--- config.mk ---
export PLATFORM = sky130hd
export DESIGN_NAME = rename_unit_ckpt
export DESIGN_NICKNAME = d
export VERILOG_FILES = /design/src/rtl/rename_pkg.sv /design/src/rtl/rename_free_list.sv /design/src/rtl/rename_unit_ckpt.sv
export SDC_FILE = /design/constraint.sdc
export NUM_CORES = 2
export LEC_CHECK = 0
export ABC_CLOCK_PERIOD_IN_PS = 14600
export CORE_MARGIN = 10
export CORE_UTILIZATION = 60
export CTS_CLUSTER_DIAMETER = 50
export DETAILED_ROUTE_END_ITERATION = 7
export GPL_ROUTABILITY_DRIVEN = 1
export PLACE_DENSITY = 0.77
export SYNTH_ARGS = -nofsm -noshare
export SYNTH_HDL_FRONTEND = slang
export SYNTH_HIERARCHICAL = 1
export SYNTH_SLANG_ARGS = --single-unit
--- constraint.sdc ---
create_clock -name clk -period 14.6 [get_ports clk]
set_input_delay 2.19 -clock clk [delete_from_list [all_inputs] [get_ports clk]]
set_output_delay 2.19 -clock clk [all_outputs]
set_load 0.02 [all_outputs]
--- src/rtl/rename_pkg.sv ---
// Shared widths, index types and the renamed-instruction record for the rename stage.
// Types are sized for the default 32 arch / 64 phys / 4 checkpoint configuration.
package rename_pkg;

  localparam int DEF_ARCH_REGS = 32;
  localparam int DEF_PHYS_REGS = 64;
  localparam int DEF_CKPT      = 4;

  localparam int AREG_BITS = $clog2(DEF_ARCH_REGS);
  localparam int PREG_BITS = $clog2(DEF_PHYS_REGS);
  localparam int CKPT_BITS = $clog2(DEF_CKPT);

  typedef logic [AREG_BITS-1:0] areg_t;
  typedef logic [PREG_BITS-1:0] preg_t;
  typedef logic [CKPT_BITS-1:0] ckpt_id_t;

  typedef struct packed {
    preg_t    prs;
    preg_t    prt;
    preg_t    prd;
    preg_t    old_prd;
    logic     rs_rdy;
    logic     rt_rdy;
    logic     ckpt_valid;
    ckpt_id_t ckpt_id;
  } rename_out_t;

endpackage

--- src/rtl/rename_free_list.sv ---
// Circular free list of physical registers; head can be rewound on mispredict recovery.
// Pop and push both take effect at the clock edge, so a pushed entry is poppable next cycle.
module rename_free_list #(
  parameter int NUM_ENTRIES = 64,
  parameter int INIT_BASE   = 32,
  parameter int PTR_W       = $clog2(NUM_ENTRIES)
) (
  input  logic             clk,
  input  logic             rst_n,
  input  logic             pop,
  input  logic             push,
  input  logic [PTR_W-1:0] push_dat,
  input  logic             restore,
  input  logic [PTR_W-1:0] restore_ptr,
  output logic [PTR_W-1:0] head_dat,
  output logic [PTR_W-1:0] head_ptr_nxt,
  output logic [PTR_W:0]   count
);

  localparam int INIT_CNT = NUM_ENTRIES - INIT_BASE;

  logic [PTR_W-1:0] mem [NUM_ENTRIES];
  logic [PTR_W-1:0] head;
  logic [PTR_W-1:0] tail;
  logic [PTR_W-1:0] tail_nxt;

  function automatic logic [PTR_W-1:0] ptr_inc(input logic [PTR_W-1:0] p);
    return (p == PTR_W'(NUM_ENTRIES - 1)) ? '0 : p + 1'b1;
  endfunction

  // Occupancy from pointers alone: head==tail means empty, since a full list would
  // imply no architectural register holds a mapping.
  function automatic logic [PTR_W:0] ptr_dist(input logic [PTR_W-1:0] t, input logic [PTR_W-1:0] h);
    if (t >= h) return {1'b0, t} - {1'b0, h};
    return {1'b0, t} + (PTR_W+1)'(NUM_ENTRIES) - {1'b0, h};
  endfunction

  assign head_dat     = mem[head];
  assign head_ptr_nxt = pop ? ptr_inc(head) : head;
  assign tail_nxt     = push ? ptr_inc(tail) : tail;

  always_ff @(posedge clk or negedge rst_n) begin
    if (!rst_n) begin
      for (int i = 0; i < NUM_ENTRIES; i++)
        mem[i] <= (i < INIT_CNT) ? PTR_W'(INIT_BASE + i) : '0;
      head  <= '0;
      tail  <= PTR_W'(INIT_CNT);
      count <= (PTR_W+1)'(INIT_CNT);
    end else begin
      if (push) mem[tail] <= push_dat;
      tail <= tail_nxt;
      if (restore) begin
        head  <= restore_ptr;
        count <= ptr_dist(tail_nxt, restore_ptr);
      end else begin
        head  <= head_ptr_nxt;
        count <= count + (PTR_W+1)'(push) - (PTR_W+1)'(pop);
      end
    end
  end

  always @(posedge clk) begin
    if (rst_n) assert (!(push && count == (PTR_W+1)'(NUM_ENTRIES)));
  end

endmodule

--- src/rtl/rename_unit_ckpt.sv ---
// Register rename stage: RMT + free list + busy table with branch checkpoints for one-cycle recovery.
// One-cycle latency into a held output register; stalls on downstream backpressure, empty free list or full checkpoints.
module rename_unit_ckpt
  import rename_pkg::*;
#(
  parameter int NUM_ARCH_REGS = DEF_ARCH_REGS,
  parameter int NUM_PHYS_REGS = DEF_PHYS_REGS,
  parameter int NUM_CKPT      = DEF_CKPT,
  parameter int AREG_W        = $clog2(NUM_ARCH_REGS),
  parameter int PREG_W        = $clog2(NUM_PHYS_REGS),
  parameter int CKPT_W        = $clog2(NUM_CKPT)
) (
  input  logic              clk,
  input  logic              rst_n,
  input  logic              in_valid,
  output logic              in_ready,
  input  logic              in_uses_rs,
  input  logic              in_uses_rt,
  input  logic              in_uses_rw,
  input  logic [AREG_W-1:0] in_rs,
  input  logic [AREG_W-1:0] in_rt,
  input  logic [AREG_W-1:0] in_rw,
  input  logic              in_is_branch,
  output logic              out_valid,
  input  logic              out_ready,
  output logic [PREG_W-1:0] out_prs,
  output logic [PREG_W-1:0] out_prt,
  output logic [PREG_W-1:0] out_prd,
  output logic [PREG_W-1:0] out_old_prd,
  output logic              out_rs_rdy,
  output logic              out_rt_rdy,
  output logic              out_ckpt_valid,
  output logic [CKPT_W-1:0] out_ckpt_id,
  input  logic              wb_valid,
  input  logic [PREG_W-1:0] wb_preg,
  input  logic              commit_valid,
  input  logic [PREG_W-1:0] commit_old_prd,
  input  logic              br_resolve_valid,
  input  logic              recover_valid,
  input  logic [CKPT_W-1:0] recover_id
);

  logic [PREG_W-1:0]    rmt      [NUM_ARCH_REGS];
  logic [PREG_W-1:0]    rmt_upd  [NUM_ARCH_REGS];
  logic [PREG_W-1:0]    ckpt_rmt [NUM_CKPT][NUM_ARCH_REGS];
  logic [PREG_W-1:0]    ckpt_fl_head [NUM_CKPT];
  logic [NUM_PHYS_REGS-1:0] busy;

  logic [CKPT_W-1:0] ck_head, ck_tail, ck_head_nxt;
  logic [CKPT_W:0]   ck_count;

  logic              fire, has_dst, alloc, fl_push, ck_push, ck_pop;
  logic [PREG_W-1:0] fl_head_dat, fl_head_ptr_nxt;
  logic [PREG_W:0]   fl_count;
  logic [PREG_W-1:0] prs, prt;
  logic              rs_rdy, rt_rdy;

  rename_out_t out_q;
  logic        out_valid_q;

  function automatic logic [CKPT_W-1:0] ck_inc(input logic [CKPT_W-1:0] p);
    return (p == CKPT_W'(NUM_CKPT - 1)) ? '0 : p + 1'b1;
  endfunction

  function automatic logic [CKPT_W:0] ck_dist(input logic [CKPT_W-1:0] t, input logic [CKPT_W-1:0] h);
    if (t >= h) return {1'b0, t} - {1'b0, h};
    return {1'b0, t} + (CKPT_W+1)'(NUM_CKPT) - {1'b0, h};
  endfunction

  assign has_dst  = in_uses_rw && (in_rw != '0);
  assign in_ready = !recover_valid && (!out_valid_q || out_ready)
                  && !(has_dst && fl_count == '0)
                  && !(in_is_branch && ck_count == (CKPT_W+1)'(NUM_CKPT));
  assign fire     = in_valid && in_ready;
  assign alloc    = fire && has_dst;
  assign fl_push  = commit_valid && (commit_old_prd != '0);
  assign ck_push  = fire && in_is_branch;
  assign ck_pop   = br_resolve_valid && (ck_count != '0);
  assign ck_head_nxt = ck_pop ? ck_inc(ck_head) : ck_head;

  // Sources see the map before this instruction's own destination update.
  assign prs    = rmt[in_rs];
  assign prt    = rmt[in_rt];
  assign rs_rdy = !in_uses_rs || (in_rs == '0) || !busy[prs] || (wb_valid && wb_preg == prs);
  assign rt_rdy = !in_uses_rt || (in_rt == '0) || !busy[prt] || (wb_valid && wb_preg == prt);

  always_comb begin
    rmt_upd = rmt;
    if (alloc) rmt_upd[in_rw] = fl_head_dat;
  end

  rename_free_list #(
    .NUM_ENTRIES (NUM_PHYS_REGS),
    .INIT_BASE   (NUM_ARCH_REGS),
    .PTR_W       (PREG_W)
  ) u_free_list (
    .clk          (clk),
    .rst_n        (rst_n),
    .pop          (alloc),
    .push         (fl_push),
    .push_dat     (commit_old_prd),
    .restore      (recover_valid),
    .restore_ptr  (ckpt_fl_head[recover_id]),
    .head_dat     (fl_head_dat),
    .head_ptr_nxt (fl_head_ptr_nxt),
    .count        (fl_count)
  );

  always_ff @(posedge clk or negedge rst_n) begin
    if (!rst_n) begin
      for (int i = 0; i < NUM_ARCH_REGS; i++) rmt[i] <= PREG_W'(i);
    end else if (recover_valid) begin
      rmt <= ckpt_rmt[recover_id];
    end else begin
      rmt <= rmt_upd;
    end
  end

  // Writeback clear is issued first so a same-cycle allocation of that register wins.
  always_ff @(posedge clk or negedge rst_n) begin
    if (!rst_n) begin
      busy <= '0;
    end else begin
      if (wb_valid) busy[wb_preg] <= 1'b0;
      if (alloc)    busy[fl_head_dat] <= 1'b1;
    end
  end

  // Snapshot storage is only meaningful between tail and head, so it needs no reset.
  always_ff @(posedge clk) begin
    if (ck_push) begin
      ckpt_rmt[ck_tail]     <= rmt_upd;
      ckpt_fl_head[ck_tail] <= fl_head_ptr_nxt;
    end
  end

  always_ff @(posedge clk or negedge rst_n) begin
    if (!rst_n) begin
      ck_head  <= '0;
      ck_tail  <= '0;
      ck_count <= '0;
    end else begin
      ck_head <= ck_head_nxt;
      if (recover_valid) begin
        ck_tail  <= recover_id;
        ck_count <= ck_dist(recover_id, ck_head_nxt);
      end else begin
        if (ck_push) ck_tail <= ck_inc(ck_tail);
        ck_count <= ck_count + (CKPT_W+1)'(ck_push) - (CKPT_W+1)'(ck_pop);
      end
    end
  end

  always_ff @(posedge clk or negedge rst_n) begin
    if (!rst_n) begin
      out_valid_q <= 1'b0;
      out_q       <= '0;
    end else if (fire) begin
      out_valid_q        <= 1'b1;
      out_q.prs          <= prs;
      out_q.prt          <= prt;
      out_q.prd          <= alloc ? fl_head_dat : '0;
      out_q.old_prd      <= alloc ? rmt[in_rw] : '0;
      out_q.rs_rdy       <= rs_rdy;
      out_q.rt_rdy       <= rt_rdy;
      out_q.ckpt_valid   <= in_is_branch;
      out_q.ckpt_id      <= in_is_branch ? ck_tail : '0;
    end else if (out_ready || recover_valid) begin
      out_valid_q <= 1'b0;
    end
  end

  assign out_valid      = out_valid_q;
  assign out_prs        = out_q.prs;
  assign out_prt        = out_q.prt;
  assign out_prd        = out_q.prd;
  assign out_old_prd    = out_q.old_prd;
  assign out_rs_rdy     = out_q.rs_rdy;
  assign out_rt_rdy     = out_q.rt_rdy;
  assign out_ckpt_valid = out_q.ckpt_valid;
  assign out_ckpt_id    = out_q.ckpt_id;

endmodule

==> results_dict.tcl <==
set metrics [dict create \
    synthCells 3978 \
    power.density_nw_per_um2 156 \
    die_h_um 356 \
    dr.pass1.iters 8 \
    postLayoutCellArea_um2 74900 \
    hold_ws_ns 0.463 \
    period_minus_slack_ns 6.85 \
    die_x_um 356 \
    async_reset_ff_share_pct 46.8 \
    min_path_type "flop to flop" \
    netlist_area_um2 67600 \
    hpwl_um 102000 \
    placed_cell_area_um2 69700 \
    hold_buffers 0 \
    worstPathRequired_ns 14.96 \
    fp.coreArea_um2 112000 \
    finalNonFillerCells 5656 \
    skew_ns 0.0286 \
    num_vias 38200 \
    cp.arrival_ns 7.21 \
    synthFlopType "edfxtp_1" \
    fin_setup_tns_ns 0 \
    hold_viol_final 0 \
    dr.first_iter.drc_count 4109 \
    setup_ws_ns 7.75 \
    cts_sinks 1488 \
    start_util_pct 60.2 \
    syn-num-nets 4048 \
    path_clk_slew_ns 0.06 \
    gr-total-overflow 0 \
    max_freq_ghz 0.146 \
    cap_violations 0 \
    ys_seq_elements 1488 \
    totalWireLength_um 166000 \
    cts-htree-levels 4 \
    ctsRootBufferMaster "clkbuf_16" \
    grt_pass1_vias 39300 \
    worst_path_dominant_cell_family "buffers and inverters" \
    drive_gt1_share_pct 42.6 \
    ys_types 80 \
    io_buffers 71 \
    relSlewSlack_pct 18.7 \
    ant_nets 0 \
    antenna_found_initial 4 \
    ys_warn_count 6 \
    ys_seq_area_share_pct 61.3 \
    cts_tree "built" \
    rsz0062_at_grt "no" \
    fin_util_pct 66.8 \
    synth_commonest_cells "edfxtp_1 (792), mux2_2 (777), dfrtp_1 (502)" \
    place_worst_setup_slack_ns 7.05 \
    synth.top_cells.by_area "edfxtp_1 (35%), dfrtp_1 (19%), mux4_2 (14%), mux2_2 (13%), dfstp_2 (7.5%)" \
    cp_slowest_cell "and2_1" \
    period_share_pct 46.9 \
    syn_to_final_growth_pct 10.8 \
    synth_most_common_cell "edfxtp_1" \
    drc 0 \
    cpPeakStageDelay_ns 0.95 \
    numCtsBuffers 157 \
    clk_latency_ns 0.76 \
    status "finished clean" \
    grtUsageTotal_pct 26.4 \
    synth_area_per_cell_um2 17.0 \
    synth_largest_area_cell "edfxtp_1" \
    yosys.area.top_type_share_pct 35.2 \
    cts.path.max_buffers 3 \
    synth-edff-count 792 \
    crit_buf_inv 5 \
    cts_setup_buffers 0 \
    p_leak_nw 27.8 \
    setup_viol 0 \
    crit_fanout 57 \
    cpMostUsedCell "buf_4" \
    grt_pass1_wl_um 253000 \
    cp-start-kind "primary input" \
    crit_path_end_kind "flop" \
    std_cell_rows 123 \
    maxSlewViolCount 0 \
    io_pins 72 \
    grt_max_degree 82 \
    detail_route.wl_per_cell_um 29.4 \
    dieArea_um2 126000 \
    viasPerCell 6.75 \
    setup.worst_path.class "primary input to flop" \
    post_cts_resized 0 \
    diodes 0 \
    critical_path.cell_chain "clkdlybuf4s50_1 > buf_4 > o41a_1 > buf_4 > a31oi_2 > and2_1 > and3_4 > buf_4 > buf_4" \
    ir_drop_v 0.000149 \
    nNetsFinal 4094 \
    dpl.cell_count 5365 \
    place.gp.congestion 0.902 \
    power.total_mw 11.7 \
    tightest_slew_ns 1.22 \
]
==> tightest hold or removal path, cell delays in order (launching register included) <==
cell,delay (ns)
dfrtp_1,0.34
nand2_1,0.05
nand2_1,0.04
==> placed cells by master (no fill, tap or decap), types with 9 or more instances in the layout <==
| cell type | synthesis | routed |
|---|---|---|
| a211oi_1 | 9 | 9 |
| a21oi_1 | 38 | 38 |
| a221oi_1 | 10 | 10 |
| a22o_1 | 12 | 12 |
| and2_1 | 9 | 9 |
| buf_2 | 33 | 9 |
| buf_4 | 18 | 80 |
| bufinv_16 | 0 | 13 |
| clkbuf_1 | 173 | 50 |
| clkbuf_16 | 0 | 163 |
| clkbuf_8 | 0 | 22 |
| clkdlybuf4s50_1 | 0 | 55 |
| clkinv_2 | 0 | 15 |
| dfrtp_1 | 502 | 500 |
| dfstp_2 | 194 | 194 |
| edfxtp_1 | 792 | 792 |
| ha_1 | 25 | 25 |
| inv_1 | 37 | 37 |
| mux2_1 | 21 | 21 |
| mux2_2 | 777 | 777 |
| mux2i_1 | 122 | 122 |
| mux4_2 | 428 | 428 |
| nand2_1 | 148 | 148 |
| nand2b_1 | 14 | 14 |
| nand3_1 | 39 | 39 |
| nand3b_1 | 13 | 13 |
| nand4_1 | 14 | 14 |
| nor2_1 | 126 | 126 |
| nor2b_1 | 24 | 24 |
| nor3_1 | 14 | 14 |
| o21ai_0 | 150 | 150 |
| o22ai_1 | 27 | 27 |
| xnor2_1 | 19 | 19 |
==> power by group <==
| part | leakage (nW) | switching, mW | internal, mW |
|---|---|---|---|
| Sequential | 15.7 | 0.358 | 5.11 |
| Combinational | 9.50 | 1.15 | 1.01 |
| Clock | 2.55 | 1.63 | 2.40 |
==> layout make-up <==
class | count | area, um2
Timing Repair Buffer | 148 | 1260
Inverter | 38 | 143
Sequential cell | 1488 | 41400
Multi-Input combinational cell | 2191 | 24900
Clock inverter | 56 | 684
Fill cell | 7341 | 37300
Clock buffer | 235 | 4570
Tap cell | 1500 | 1880
==> registers in the layout (all words and copies together) (netlist names) <==
register / count
out_ckpt_valid: 1
u_free_list/count: 7
out_valid: 1
out_ckpt_id: 2
out_prs: 6
u_free_list/head: 6
ckpt_rmt: 768
out_prt: 6
out_rs_rdy: 1
out_old_prd: 6
u_free_list/mem: 384
rmt: 192
ck_head: 2
ck_tail: 2
out_prd: 6
u_free_list/tail: 6
ckpt_fl_head: 24
ck_count: 3
busy: 64
out_rt_rdy: 1
==> cells by family (layout without fill, tap and decap cells) <==
kind of cell | count (synthesis) | in the layout | share of synthesized area [%]
mux | 1349 | 1349 | 29.4
fa+ha+maj | 29 | 29 | 0.581
flops | 1488 | 1488 | 61.3
buf+inv | 299 | 477 | 1.97
xor+xnor | 27 | 27 | 0.350
simple gates | 454 | 454 | 3.23
compound gates | 332 | 332 | 3.17
==> routing by layer <==
| layer | vias up | wire [um] | track usage, % |
|---|---|---|---|
| met4 | 6 | 6360 | 10.2 |
| met1 | 20100 | 66300 | 37.1 |
| met5 | - | 35 | 0 |
| met2 | 1924 | 78700 | 40.8 |
| li1 | 15800 | - | - |
| met3 | 334 | 14700 | 5.19 |
==> worst paths after layout <==
kind	startpoint	end	slack, ns	depth (start not counted)
setup / recovery	in_rw[4]	ckpt_rmt[3][155]	7.75	9
hold / removal	out_prd[5]	out_prd[5]	0.46	2
setup reg to reg	u_free_list/head[0]	busy[54]	9.19	11
hold reg to reg	out_prd[5]	out_prd[5]	0.46	2
max in group asynchronous	rst_n	rmt[63]	10.16	4
min in group asynchronous	rst_n	u_free_list/mem[176]	1.38	1
Power figures use the tool's default switching activity.
